--- src/rtl/lcd_pcd8544_pkg.sv ---
// PCD8544 command bytes and the state encodings shared by the LCD frame streamer.
package lcd_pcd8544_pkg;

  localparam logic [7:0] CMD_FUNC_EXT    = 8'h21;
  localparam logic [7:0] CMD_FUNC_BASIC  = 8'h20;
  localparam logic [7:0] CMD_VOP         = 8'h80;
  localparam logic [7:0] CMD_TEMP        = 8'h04;
  localparam logic [7:0] CMD_BIAS        = 8'h10;
  localparam logic [7:0] CMD_DISP_NORMAL = 8'h0C;
  localparam logic [7:0] CMD_SET_X       = 8'h80;
  localparam logic [7:0] CMD_SET_Y       = 8'h40;

  typedef enum logic [3:0] {
    ST_RST_HOLD,
    ST_RST_REL,
    ST_INIT,
    ST_IDLE,
    ST_SETXY,
    ST_FETCH,
    ST_SEND,
    ST_DONE,
    ST_CONTRAST
  } lcd_state_e;

  typedef enum logic [1:0] {
    SND_IDLE,
    SND_GUARD,
    SND_WAIT
  } snd_state_e;

endpackage

--- src/rtl/SPI_Master.sv ---
// Mode-0 SPI master: MSB first, MOSI changes on falling SCLK and is sampled on rising SCLK.
// A byte takes 16*CLKS_PER_HALF_BIT cycles; o_TX_Ready is low while it is on the wire.
module SPI_Master #(
  parameter int CLKS_PER_HALF_BIT = 2
) (
  input  logic       i_Rst_L,
  input  logic       i_Clk,
  input  logic [7:0] i_TX_Byte,
  input  logic       i_TX_DV,
  output logic       o_TX_Ready,
  output logic       o_RX_DV,
  output logic [7:0] o_RX_Byte,
  output logic       o_SPI_Clk,
  input  logic       i_SPI_MISO,
  output logic       o_SPI_MOSI
);

  localparam int CW = (CLKS_PER_HALF_BIT > 1) ? $clog2(CLKS_PER_HALF_BIT) : 1;

  logic [CW-1:0] half_cnt_q;
  logic [4:0]    edge_cnt_q;
  logic          sclk_q;
  logic [7:0]    tx_sr_q;
  logic [7:0]    rx_sr_q;
  logic          rx_dv_q;

  always_ff @(posedge i_Clk or negedge i_Rst_L) begin
    if (!i_Rst_L) begin
      half_cnt_q <= '0;
      edge_cnt_q <= '0;
      sclk_q     <= 1'b0;
      tx_sr_q    <= '0;
      rx_sr_q    <= '0;
      rx_dv_q    <= 1'b0;
    end else begin
      rx_dv_q <= 1'b0;
      if (edge_cnt_q == 5'd0) begin
        if (i_TX_DV) begin
          tx_sr_q    <= i_TX_Byte;
          edge_cnt_q <= 5'd16;
          half_cnt_q <= '0;
        end
      end else if (half_cnt_q == CW'(CLKS_PER_HALF_BIT - 1)) begin
        half_cnt_q <= '0;
        sclk_q     <= ~sclk_q;
        edge_cnt_q <= edge_cnt_q - 5'd1;
        if (sclk_q) tx_sr_q <= {tx_sr_q[6:0], 1'b0};
        else        rx_sr_q <= {rx_sr_q[6:0], i_SPI_MISO};
        if (edge_cnt_q == 5'd1) rx_dv_q <= 1'b1;
      end else begin
        half_cnt_q <= half_cnt_q + 1'b1;
      end
    end
  end

  assign o_TX_Ready = (edge_cnt_q == 5'd0);
  assign o_RX_DV    = rx_dv_q;
  assign o_RX_Byte  = rx_sr_q;
  assign o_SPI_Clk  = sclk_q;
  assign o_SPI_MOSI = tx_sr_q[7];

endmodule

--- src/rtl/lcd_byte_sender.sv ---
// Byte/DC/valid/done front end for SPI_Master; one SPI byte per accepted request, done pulses when it has left the wire.
// DC switches in the accept cycle and holds until the next accept; ready is blanked for the cycle after TX_DV.
module lcd_byte_sender
  import lcd_pcd8544_pkg::*;
#(
  parameter int CLKS_PER_HALF_BIT = 25
) (
  input  logic       i_Clk,
  input  logic       i_Rst_L,
  input  logic [7:0] tx_dat_i,
  input  logic       tx_dc_i,
  input  logic       tx_vld_i,
  output logic       tx_rdy_o,
  output logic       tx_done_o,
  output logic       dc_o,
  output logic       spi_clk_o,
  output logic       spi_mosi_o
);

  snd_state_e state_q, state_d;
  logic       dc_q, dc_d;
  logic       spi_rdy;
  logic       spi_dv;
  logic       unused_rx_dv;
  logic [7:0] unused_rx_byte;

  SPI_Master #(
    .CLKS_PER_HALF_BIT(CLKS_PER_HALF_BIT)
  ) u_spi (
    .i_Rst_L   (i_Rst_L),
    .i_Clk     (i_Clk),
    .i_TX_Byte (tx_dat_i),
    .i_TX_DV   (spi_dv),
    .o_TX_Ready(spi_rdy),
    .o_RX_DV   (unused_rx_dv),
    .o_RX_Byte (unused_rx_byte),
    .o_SPI_Clk (spi_clk_o),
    .i_SPI_MISO(1'b0),
    .o_SPI_MOSI(spi_mosi_o)
  );

  always_ff @(posedge i_Clk or negedge i_Rst_L) begin
    if (!i_Rst_L) begin
      state_q <= SND_IDLE;
      dc_q    <= 1'b0;
    end else begin
      state_q <= state_d;
      dc_q    <= dc_d;
    end
  end

  always_comb begin
    state_d   = state_q;
    dc_d      = dc_q;
    spi_dv    = 1'b0;
    tx_rdy_o  = 1'b0;
    tx_done_o = 1'b0;
    case (state_q)
      SND_IDLE: begin
        tx_rdy_o = spi_rdy;
        if (tx_vld_i && spi_rdy) begin
          spi_dv  = 1'b1;
          dc_d    = tx_dc_i;
          state_d = SND_GUARD;
        end
      end
      // SPI_Master may still report ready in the cycle right after TX_DV.
      SND_GUARD: state_d = SND_WAIT;
      SND_WAIT: begin
        if (spi_rdy) begin
          tx_done_o = 1'b1;
          state_d   = SND_IDLE;
        end
      end
      default: state_d = SND_IDLE;
    endcase
  end

  assign dc_o = dc_d;

endmodule

--- src/rtl/spi_lcd_frame_streamer.sv ---
// PCD8544 reset/init, full-frame streaming from a framebuffer read port and runtime contrast updates over SPI.
// Optional LCD_AUTO_REFRESH_EN: a free-running counter requests a frame every REFRESH_PERIOD_CLKS cycles.
module spi_lcd_frame_streamer
  import lcd_pcd8544_pkg::*;
#(
  parameter int         CLKS_PER_HALF_BIT   = 25,
  parameter int         RST_HOLD_CLKS       = 4096,
  parameter int         COLS                = 84,
  parameter int         PAGES               = 6,
  parameter logic [6:0] CONTRAST            = 7'h31,
  parameter logic [2:0] BIAS                = 3'd4,
  parameter logic [1:0] TEMP_COEF           = 2'd0,
`ifdef LCD_AUTO_REFRESH_EN
  parameter int         REFRESH_PERIOD_CLKS = 2_000_000,
`endif
  localparam int        FB_BYTES            = COLS * PAGES,
  localparam int        FB_AW               = $clog2(FB_BYTES)
) (
  input  logic             i_Clk,
  input  logic             i_Rst_L,
  input  logic             i_Refresh,
  input  logic             i_Contrast_Wr,
  input  logic [6:0]       i_Contrast,
  output logic [FB_AW-1:0] o_Fb_Addr,
  output logic             o_Fb_Rd,
  input  logic [7:0]       i_Fb_Data,
  output logic             o_Busy,
  output logic             o_Frame_Done,
  output logic             o_SPI_Clk,
  output logic             o_SPI_MOSI,
  output logic             o_LCD_DC,
  output logic             o_LCD_RST,
  output logic             o_LCD_CE
);

  localparam int HW = $clog2(RST_HOLD_CLKS + 1);

  lcd_state_e       state_q, state_d;
  logic [HW-1:0]    hold_q, hold_d;
  logic [2:0]       seq_q, seq_d;
  logic             wait_q, wait_d;
  logic [FB_AW-1:0] idx_q, idx_d;
  logic             cap_q, cap_d;
  logic [7:0]       data_q, data_d;
  logic [6:0]       vop_q, vop_d;
  logic             ref_pend_q, ref_pend_d;
  logic             con_pend_q, con_pend_d;

  logic       tx_vld, tx_rdy, tx_done, tx_dc, last_cmd, req_ok, cmd_state;
  logic [7:0] tx_dat;
  lcd_state_e cmd_next;

  function automatic logic [7:0] init_cmd(input logic [2:0] i);
    case (i)
      3'd0:    init_cmd = CMD_FUNC_EXT;
      3'd1:    init_cmd = CMD_VOP | {1'b0, CONTRAST};
      3'd2:    init_cmd = CMD_TEMP | {6'd0, TEMP_COEF};
      3'd3:    init_cmd = CMD_BIAS | {5'd0, BIAS};
      3'd4:    init_cmd = CMD_FUNC_BASIC;
      default: init_cmd = CMD_DISP_NORMAL;
    endcase
  endfunction

`ifdef LCD_AUTO_REFRESH_EN
  localparam int ARW = $clog2(REFRESH_PERIOD_CLKS);
  logic [ARW-1:0] ar_cnt_q;
  logic           ar_tc;

  assign ar_tc = (ar_cnt_q == ARW'(REFRESH_PERIOD_CLKS - 1));

  always_ff @(posedge i_Clk or negedge i_Rst_L) begin
    if (!i_Rst_L)                         ar_cnt_q <= '0;
    else if (state_q == ST_DONE || ar_tc) ar_cnt_q <= '0;
    else                                  ar_cnt_q <= ar_cnt_q + 1'b1;
  end
`endif

  lcd_byte_sender #(
    .CLKS_PER_HALF_BIT(CLKS_PER_HALF_BIT)
  ) u_sender (
    .i_Clk     (i_Clk),
    .i_Rst_L   (i_Rst_L),
    .tx_dat_i  (tx_dat),
    .tx_dc_i   (tx_dc),
    .tx_vld_i  (tx_vld),
    .tx_rdy_o  (tx_rdy),
    .tx_done_o (tx_done),
    .dc_o      (o_LCD_DC),
    .spi_clk_o (o_SPI_Clk),
    .spi_mosi_o(o_SPI_MOSI)
  );

  always_ff @(posedge i_Clk or negedge i_Rst_L) begin
    if (!i_Rst_L) begin
      state_q    <= ST_RST_HOLD;
      hold_q     <= '0;
      seq_q      <= '0;
      wait_q     <= 1'b0;
      idx_q      <= '0;
      cap_q      <= 1'b0;
      data_q     <= '0;
      vop_q      <= CONTRAST;
      ref_pend_q <= 1'b0;
      con_pend_q <= 1'b0;
    end else begin
      state_q    <= state_d;
      hold_q     <= hold_d;
      seq_q      <= seq_d;
      wait_q     <= wait_d;
      idx_q      <= idx_d;
      cap_q      <= cap_d;
      data_q     <= data_d;
      vop_q      <= vop_d;
      ref_pend_q <= ref_pend_d;
      con_pend_q <= con_pend_d;
    end
  end

  assign req_ok    = !(state_q inside {ST_RST_HOLD, ST_RST_REL, ST_INIT});
  assign cmd_state = state_q inside {ST_INIT, ST_SETXY, ST_CONTRAST};

  always_comb begin
    state_d    = state_q;
    hold_d     = hold_q;
    seq_d      = seq_q;
    wait_d     = wait_q;
    idx_d      = idx_q;
    cap_d      = cap_q;
    data_d     = data_q;
    vop_d      = vop_q;
    ref_pend_d = ref_pend_q;
    con_pend_d = con_pend_q;
    tx_vld     = 1'b0;
    tx_dat     = 8'h00;
    tx_dc      = 1'b0;
    last_cmd   = 1'b0;
    cmd_next   = ST_IDLE;

    case (state_q)
      ST_RST_HOLD: begin
        if (hold_q == HW'(RST_HOLD_CLKS - 1)) state_d = ST_RST_REL;
        else                                  hold_d  = hold_q + 1'b1;
      end
      ST_RST_REL: begin
        state_d = ST_INIT;
        seq_d   = '0;
      end
      ST_INIT: begin
        tx_vld   = !wait_q;
        tx_dat   = init_cmd(seq_q);
        last_cmd = (seq_q == 3'd5);
      end
      ST_IDLE: begin
        if (con_pend_q) begin
          state_d    = ST_CONTRAST;
          con_pend_d = 1'b0;
          seq_d      = '0;
        end else if (ref_pend_q) begin
          state_d    = ST_SETXY;
          ref_pend_d = 1'b0;
          seq_d      = '0;
          idx_d      = '0;
        end
      end
      ST_SETXY: begin
        tx_vld   = !wait_q;
        tx_dat   = (seq_q == 3'd0) ? CMD_SET_X : CMD_SET_Y;
        last_cmd = (seq_q == 3'd1);
        cmd_next = ST_FETCH;
      end
      ST_FETCH: begin
        state_d = ST_SEND;
        cap_d   = 1'b0;
      end
      ST_SEND: begin
        // Read data is only guaranteed in the first SEND cycle, so hold a copy.
        tx_vld = !wait_q;
        tx_dc  = 1'b1;
        tx_dat = cap_q ? data_q : i_Fb_Data;
        if (!cap_q) begin
          cap_d  = 1'b1;
          data_d = i_Fb_Data;
        end
        if (tx_done) begin
          if (idx_q == FB_AW'(FB_BYTES - 1)) begin
            state_d = ST_DONE;
            idx_d   = '0;
          end else begin
            state_d = ST_FETCH;
            idx_d   = idx_q + 1'b1;
          end
        end
      end
      ST_DONE: state_d = ST_IDLE;
      ST_CONTRAST: begin
        tx_vld   = !wait_q;
        last_cmd = (seq_q == 3'd2);
        case (seq_q)
          3'd0:    tx_dat = CMD_FUNC_EXT;
          3'd1:    tx_dat = CMD_VOP | {1'b0, vop_q};
          default: tx_dat = CMD_FUNC_BASIC;
        endcase
      end
      default: state_d = ST_RST_HOLD;
    endcase

    if (tx_vld && tx_rdy) wait_d = 1'b1;
    if (tx_done)          wait_d = 1'b0;

    if (cmd_state && tx_done) begin
      if (last_cmd) state_d = cmd_next;
      else          seq_d   = seq_q + 3'd1;
    end

    // New requests win over the clear on leaving IDLE so none is lost.
    if (req_ok && i_Refresh) ref_pend_d = 1'b1;
    if (req_ok && i_Contrast_Wr) begin
      con_pend_d = 1'b1;
      vop_d      = i_Contrast;
    end
`ifdef LCD_AUTO_REFRESH_EN
    if (req_ok && ar_tc) ref_pend_d = 1'b1;
`endif
  end

  assign o_Fb_Addr    = idx_q;
  assign o_Fb_Rd      = (state_q == ST_FETCH);
  assign o_Busy       = (state_q != ST_IDLE);
  assign o_Frame_Done = (state_q == ST_DONE);
  assign o_LCD_RST    = (state_q != ST_RST_HOLD);
  assign o_LCD_CE     = !(state_q inside {ST_INIT, ST_SETXY, ST_FETCH, ST_SEND, ST_CONTRAST});

endmodule

--- config.mk ---
export PLATFORM = sky130hd
export DESIGN_NAME = spi_lcd_frame_streamer
export DESIGN_NICKNAME = d
export VERILOG_FILES = /design/src/rtl/lcd_pcd8544_pkg.sv /design/src/rtl/SPI_Master.sv /design/src/rtl/lcd_byte_sender.sv /design/src/rtl/spi_lcd_frame_streamer.sv
export SDC_FILE = /design/constraint.sdc
export NUM_CORES = 1
export LEC_CHECK = 0
export CORE_MARGIN = 4
export CORE_UTILIZATION = 40
export DETAILED_ROUTE_END_ITERATION = 8
export GPL_TIMING_DRIVEN = 0
export PLACE_DENSITY = 0.61
export SLEW_MARGIN = 20
export SYNTH_ARGS = -nofsm -noshare
export SYNTH_HDL_FRONTEND = slang
export SYNTH_SLANG_ARGS = --single-unit
--- constraint.sdc ---
create_clock -name i_Clk -period 3.7 [get_ports i_Clk]
set_input_delay 0.925 -clock i_Clk [delete_from_list [all_inputs] [get_ports i_Clk]]
set_output_delay 0.925 -clock i_Clk [all_outputs]
set_load 0.01 [all_outputs]
== Word level (Yosys, flattened, before mapping) ==
Index checks and enable logic that the tools add are counted.
Storage, ports and cells
  flip-flop bits (word level): 70
  logic and storage cells: 137
  memory bits (read-only): 0
  output and inout port bits: 17
  memory bits (writable): 0
  bits in latches: 0
  memories: 0
  bits of input ports: 19
Operators by class
  div/mod/pow operators: 0
  equal/unequal tests: 26
  $mul: 0
  shifts and indexed selects: 0
  bitwise logic cells: 3
  multiplexer cells: 55
  add/sub/neg operators: 5
  order comparisons: 0
  reductions and logical operators: 32
Operator list (count)
  two-way mux 8 bit: 6
  case mux 8 bit (5 select lines): 1
  two-way mux 9 bit: 4
  case mux 8 bit (4 select lines): 1
  two-way mux 5 bit: 6
  case mux 4 bit (7 select lines): 1
  two-way mux 4 bit: 6
  case mux 9 bit (2 select lines): 1
  equality test 4 x 3 -> 1 bit, second input constant: 4
  two-way mux 1 bit: 16
  case mux 8 bit (2 select lines): 1
  two-way mux 3 bit: 5
  nonzero test 2 bit: 7
  adder 13 x 1 -> 13 bit, second input constant: 1
  equality test 13 x 12 -> 1 bit, second input constant: 1
  AND reduction 2 bit: 5
  adder 9 x 1 -> 9 bit, second input constant: 1
  equality test 9 bit, second input constant: 1
  equality test 4 x 2 -> 1 bit, second input constant: 2
  != test 2 bit, second input constant: 4
  equality test 3 x 2 -> 1 bit, second input constant: 2
  equality test 3 bit, second input constant: 2
  two-way mux 2 bit: 3
  != test 2 x 1 -> 1 bit, second input constant: 3
  other kinds (28): 37

== Longest topological paths before layout ==
  depth in word-level cells: 8
  depth in mapped cells: 9
  depth with buffers taken out: 8

== Cells and area by module ==
A second synthesis with hierarchy kept.
Second synthesis, totals
  cell total of the unflattened synthesis: 395
  area, all modules: 4311.6 µm²
By module, submodules not included
  spi_lcd_frame_streamer: area an instance 2768.9 µm², times used 1, seq. area each 1204.9 µm², cells each 277
  SPI_Master: area an instance 1385.1 µm², times used 1, seq. area each 700.7 µm², cells each 107
  lcd_byte_sender: area an instance 157.7 µm², times used 1, seq. area each 75.1 µm², cells each 11

== Worst setup path before layout ==
No wires, ideal clock.
  path kind: reg2out
  start: register u_sender.u_spi.edge_cnt_q[0]
  end: output o_LCD_DC
  data arrival time: 1.920 ns
  slack: 0.855 ns
  stages on the path, launching flop included: 8
  buffers on the path: 1
  required time: 2.775 ns
  path through: dfrtp_1 inv_1 ha_1 or4b_4 buf_6 nor4_4 nand2_1 a32o_1
On the way
  word-level cells in the longest chain between the ends: 4
RTL lines
  start: declaration: line SPI_Master.sv:21  | logic [4:0] edge_cnt_q;
  start signal: assignment: line SPI_Master.sv:46  | edge_cnt_q <= edge_cnt_q - 5'd1;
  logical NOT 5 bit: line SPI_Master.sv:56  | assign o_TX_Ready = (edge_cnt_q == 5'd0);
  logical AND 1 bit: line lcd_byte_sender.sv:61  | if (tx_vld_i && spi_rdy) begin
  two-way mux 1 bit: line lcd_byte_sender.sv:61
  two-way mux 1 bit: line lcd_byte_sender.sv:58  | case (state_q)
  end: declaration: line spi_lcd_frame_streamer.sv:31  | output logic o_LCD_DC,
Every way passes these cells.

== Worst setup path in the final report ==
Ends and elaborated chain as after synthesis.

==> metrics.txt <==
status=completed; CTS Hold Buffers Added=0; DRC=0; Switching Fraction=0.2001; Mapped Area=roughly 3800 µm²; Finished Cell Area=approximately 4600 µm²; largest family of logic cells by synthesized area=simple AND/OR/NAND/NOR gates; Post-synth EDFFs=0; Worst setup EP type=primary output; Pint=approximately 1.3 mW; simple-gate share of the synthesized area=0.2015; Yosys cell types=between 50 and 60; Reg2Reg Setup Slack=between 1 and 1.5 ns; clk buf depth=2; drt via density=approximately 5.5; Clock power frac=0.505; H-tree depth=3; placed cells=between 500 and 600; layout overhead on the synthesized area=21.45%; Max-Cap Viols=0; area fraction in compound gates after synthesis=0.1553; Worst Path Max Fanout=6; layout net count=~460; CTS Buf Count=9; Tcrit/Tclk final=0.9661; hpwl dp=around 6 mm; CTS tree=done; drt first pass iters=4; max_slew headroom=0.4792; Pleak=approximately 2 nW; multi-input combinational cell area=approximately 1900 µm²; most frequent cells in the layout=67 x dfrtp_1, 42 x nor2_1, 36 x nand2_1, 34 x clkdlybuf4s50_1, 27 x o21ai_0; clk slew on worst S/H paths=roughly 0.080 ns; Gate power share=0.026; Tot Pwr=1.632 mW; worst skew pair latency=between 0.3 and 0.4 ns; Vias=3043; Yosys warning count=0; peak supply drop=around 230 µV; post-synth net total=415; Yosys reg bits=70; die width=between 100 and 150 µm; post-route ant nets=0; Post-Syn Area per Cell=9.772 µm²; Async SR Flop Fraction=1.000; ant diodes=0; Mapped Cells=slightly below 400; I/O Pins=36; Std-Cell Core Area=~9200 µm²; Sequential Power Share=0.469; critical path launch point type=flop; die area=11020 µm²; first-pass GRT wire length=~14 mm; Critical R2R Launch=u_sender.u_spi.edge_cnt_q[0]; Primary FF master, synth=dfrtp_1; FF+latch area=~1800 µm²; Finished Layout Cells=550; NetSw=about 0.33 mW; Synth Area in Adders=0.03658; WS Path Type=flop to primary output; Tightest Pin Transition=about 0.77 ns; starting density of the core=0.4091; XOR/XNOR Fraction of Synth Area=0.03259; final wirelength=8.281 mm; Finished Core Util=0.4969; GPL Wtd Cong=between 0.8 and 0.9; fraction of layout cells with a size suffix above 1=0.1162; FMAX=between 200 and 300 MHz; Die Y=about 100 µm; grt total ovfl=0; port bufs=35; clk root buf=clkbuf_8; largest net degree at the start of global routing=40; final-layout fill cell count=around 870; commonest non-fill, non-tap cell in the layout=dfrtp_1; Slew Limit Fails=0; post-synthesis sequential area ratio=0.4666; Tmin final=around 3.6 ns; Total GRT Usage=0.1556; CTS sink cnt=70; CP required=about 2.8 ns; # setup viols final=0; RSZ-0062 raised after global routing=false; Hold Crit Start=hold_q[10]; Cell Area, Placed=between 4000 and 5000 µm²; Worst Path Arrival=2.65 ns; DR iter-0 viols=approximately 180; num rows=35; Hold Path Class=flop to flop; multiplexer area fraction after synthesis=0.07749; number of global-route vias before repair=about 2800; Setup Skew=0.01398 ns; power per standard cell area=357.2 nW/µm²; CP startpoint=u_sender.u_spi.edge_cnt_q[0]; Avg WL per Cell=around 15 µm; initial antenna violation count=0; final hold violation count=0
flip-flops by register name (all words and copies together) (netlist names), 2 cells and up:
register	cells
hold_q	13
u_sender.state_q	2
u_sender.u_spi.tx_sr_q	8
o_Fb_Addr	9
u_sender.u_spi.edge_cnt_q	5
state_q	4
vop_q	7
seq_q	3
u_sender.u_spi.half_cnt_q	5
data_q	8
synthesized netlist by cell type (8+ instances only):
| cell | n | share of area |
|---|---|---|
| dfrtp_1 | 67 | 0.45 |
| nor2_1 | 42 | 0.042 |
| nand2_1 | 37 | 0.037 |
| o21ai_0 | 27 | 0.036 |
| a21oi_1 | 18 | 0.024 |
| inv_1 | 17 | 0.017 |
| mux2_2 | 17 | 0.051 |
| nand3_1 | 16 | 0.021 |
| ha_1 | 11 | 0.037 |
| clkbuf_1 | 10 | 0.010 |
| mux2i_1 | 10 | 0.027 |
| xnor2_1 | 8 | 0.019 |
metrics by stage:
step,setup TNS [ns],hold WS (ns),setup slack (ns)
after global placement,-52.96,0.4539,-0.7943
final,0,0.4736,0.1255
after detailed placement,0,0.4591,0.1790
after global routing,0,0.4916,0.01123
after floorplan,0,0.4403,0.8549
after CTS,0,0.4782,0.04950
kinds of logic (layout without fill, tap and decap cells):
logic type,count (synthesis),count (layout)
simple gates,146,146
compound gates,89,89
flops,70,70
buf+inv,28,82
mux,27,27
xor+xnor,14,14
fa+ha+maj,11,11
layer usage:
metal / GRT usage / wire (µm)
met2: 0.2374 / 3833
met5: 0 / 0
met3: 0.04015 / 292
met1: 0.2178 / 4040
met4: 0.04499 / 114
worst max-delay path: stages (launching register included):
cell and delay [ns]:
dfrtp_1 0.41, inv_1 0.09, ha_1 0.17, or4b_4 0.46
buf_6 0.15, nor4_4 0.18, nand2_2 0.10, a32o_1 0.26
clkdlybuf4s50_1 0.48
path summary, 6_finish.rpt:
| kind | to | cells past startpoint |
|---|---|---|
| worst max-delay path | o_LCD_DC | 8 |
| worst min-delay path | hold_q[10] | 1 |
| worst max register to register | state_q[1] | 7 |
| worst min register to register | hold_q[10] | 1 |
| max in group asynchronous | hold_q[0] | 2 |
| min in group asynchronous | u_sender.u_spi.half_cnt_q[0] | 1 |
cell type report:
type / count / area share
multi-input combinational: 287 / 0.4179
sequential: 70 / 0.3842
timing repair buffer: 38 / 0.08379
clock inverter: 7 / 0.03204
tap: 111 / 0.03039
clock buffer: 9 / 0.02711
inverter: 17 / 0.01396
buffer: 11 / 0.01068
power by group through the flow:
stage | combinational (mW) | sequential [mW] | clock, mW
detailed placement | 0.0438 | 0.781 | 0
global placement | 0.0412 | 0.781 | 0
floorplan | 0.00425 | 0.781 | 0
CTS | 0.0439 | 0.766 | 0.845
global route | 0.0474 | 0.766 | 0.888
finish | 0.0417 | 0.766 | 0.825
repair_timing:
action | in CTS | in global routing
cloned | 0 | 0
pin swaps | 1 | 0
setup buffers | 1 | 1
gates resized for setup | 1 | 1
hold endpoints to repair | 0 | 0
endpoints found under the setup margin | 1 | 1
No activity file was read; power rests on OpenSTA's default activity.
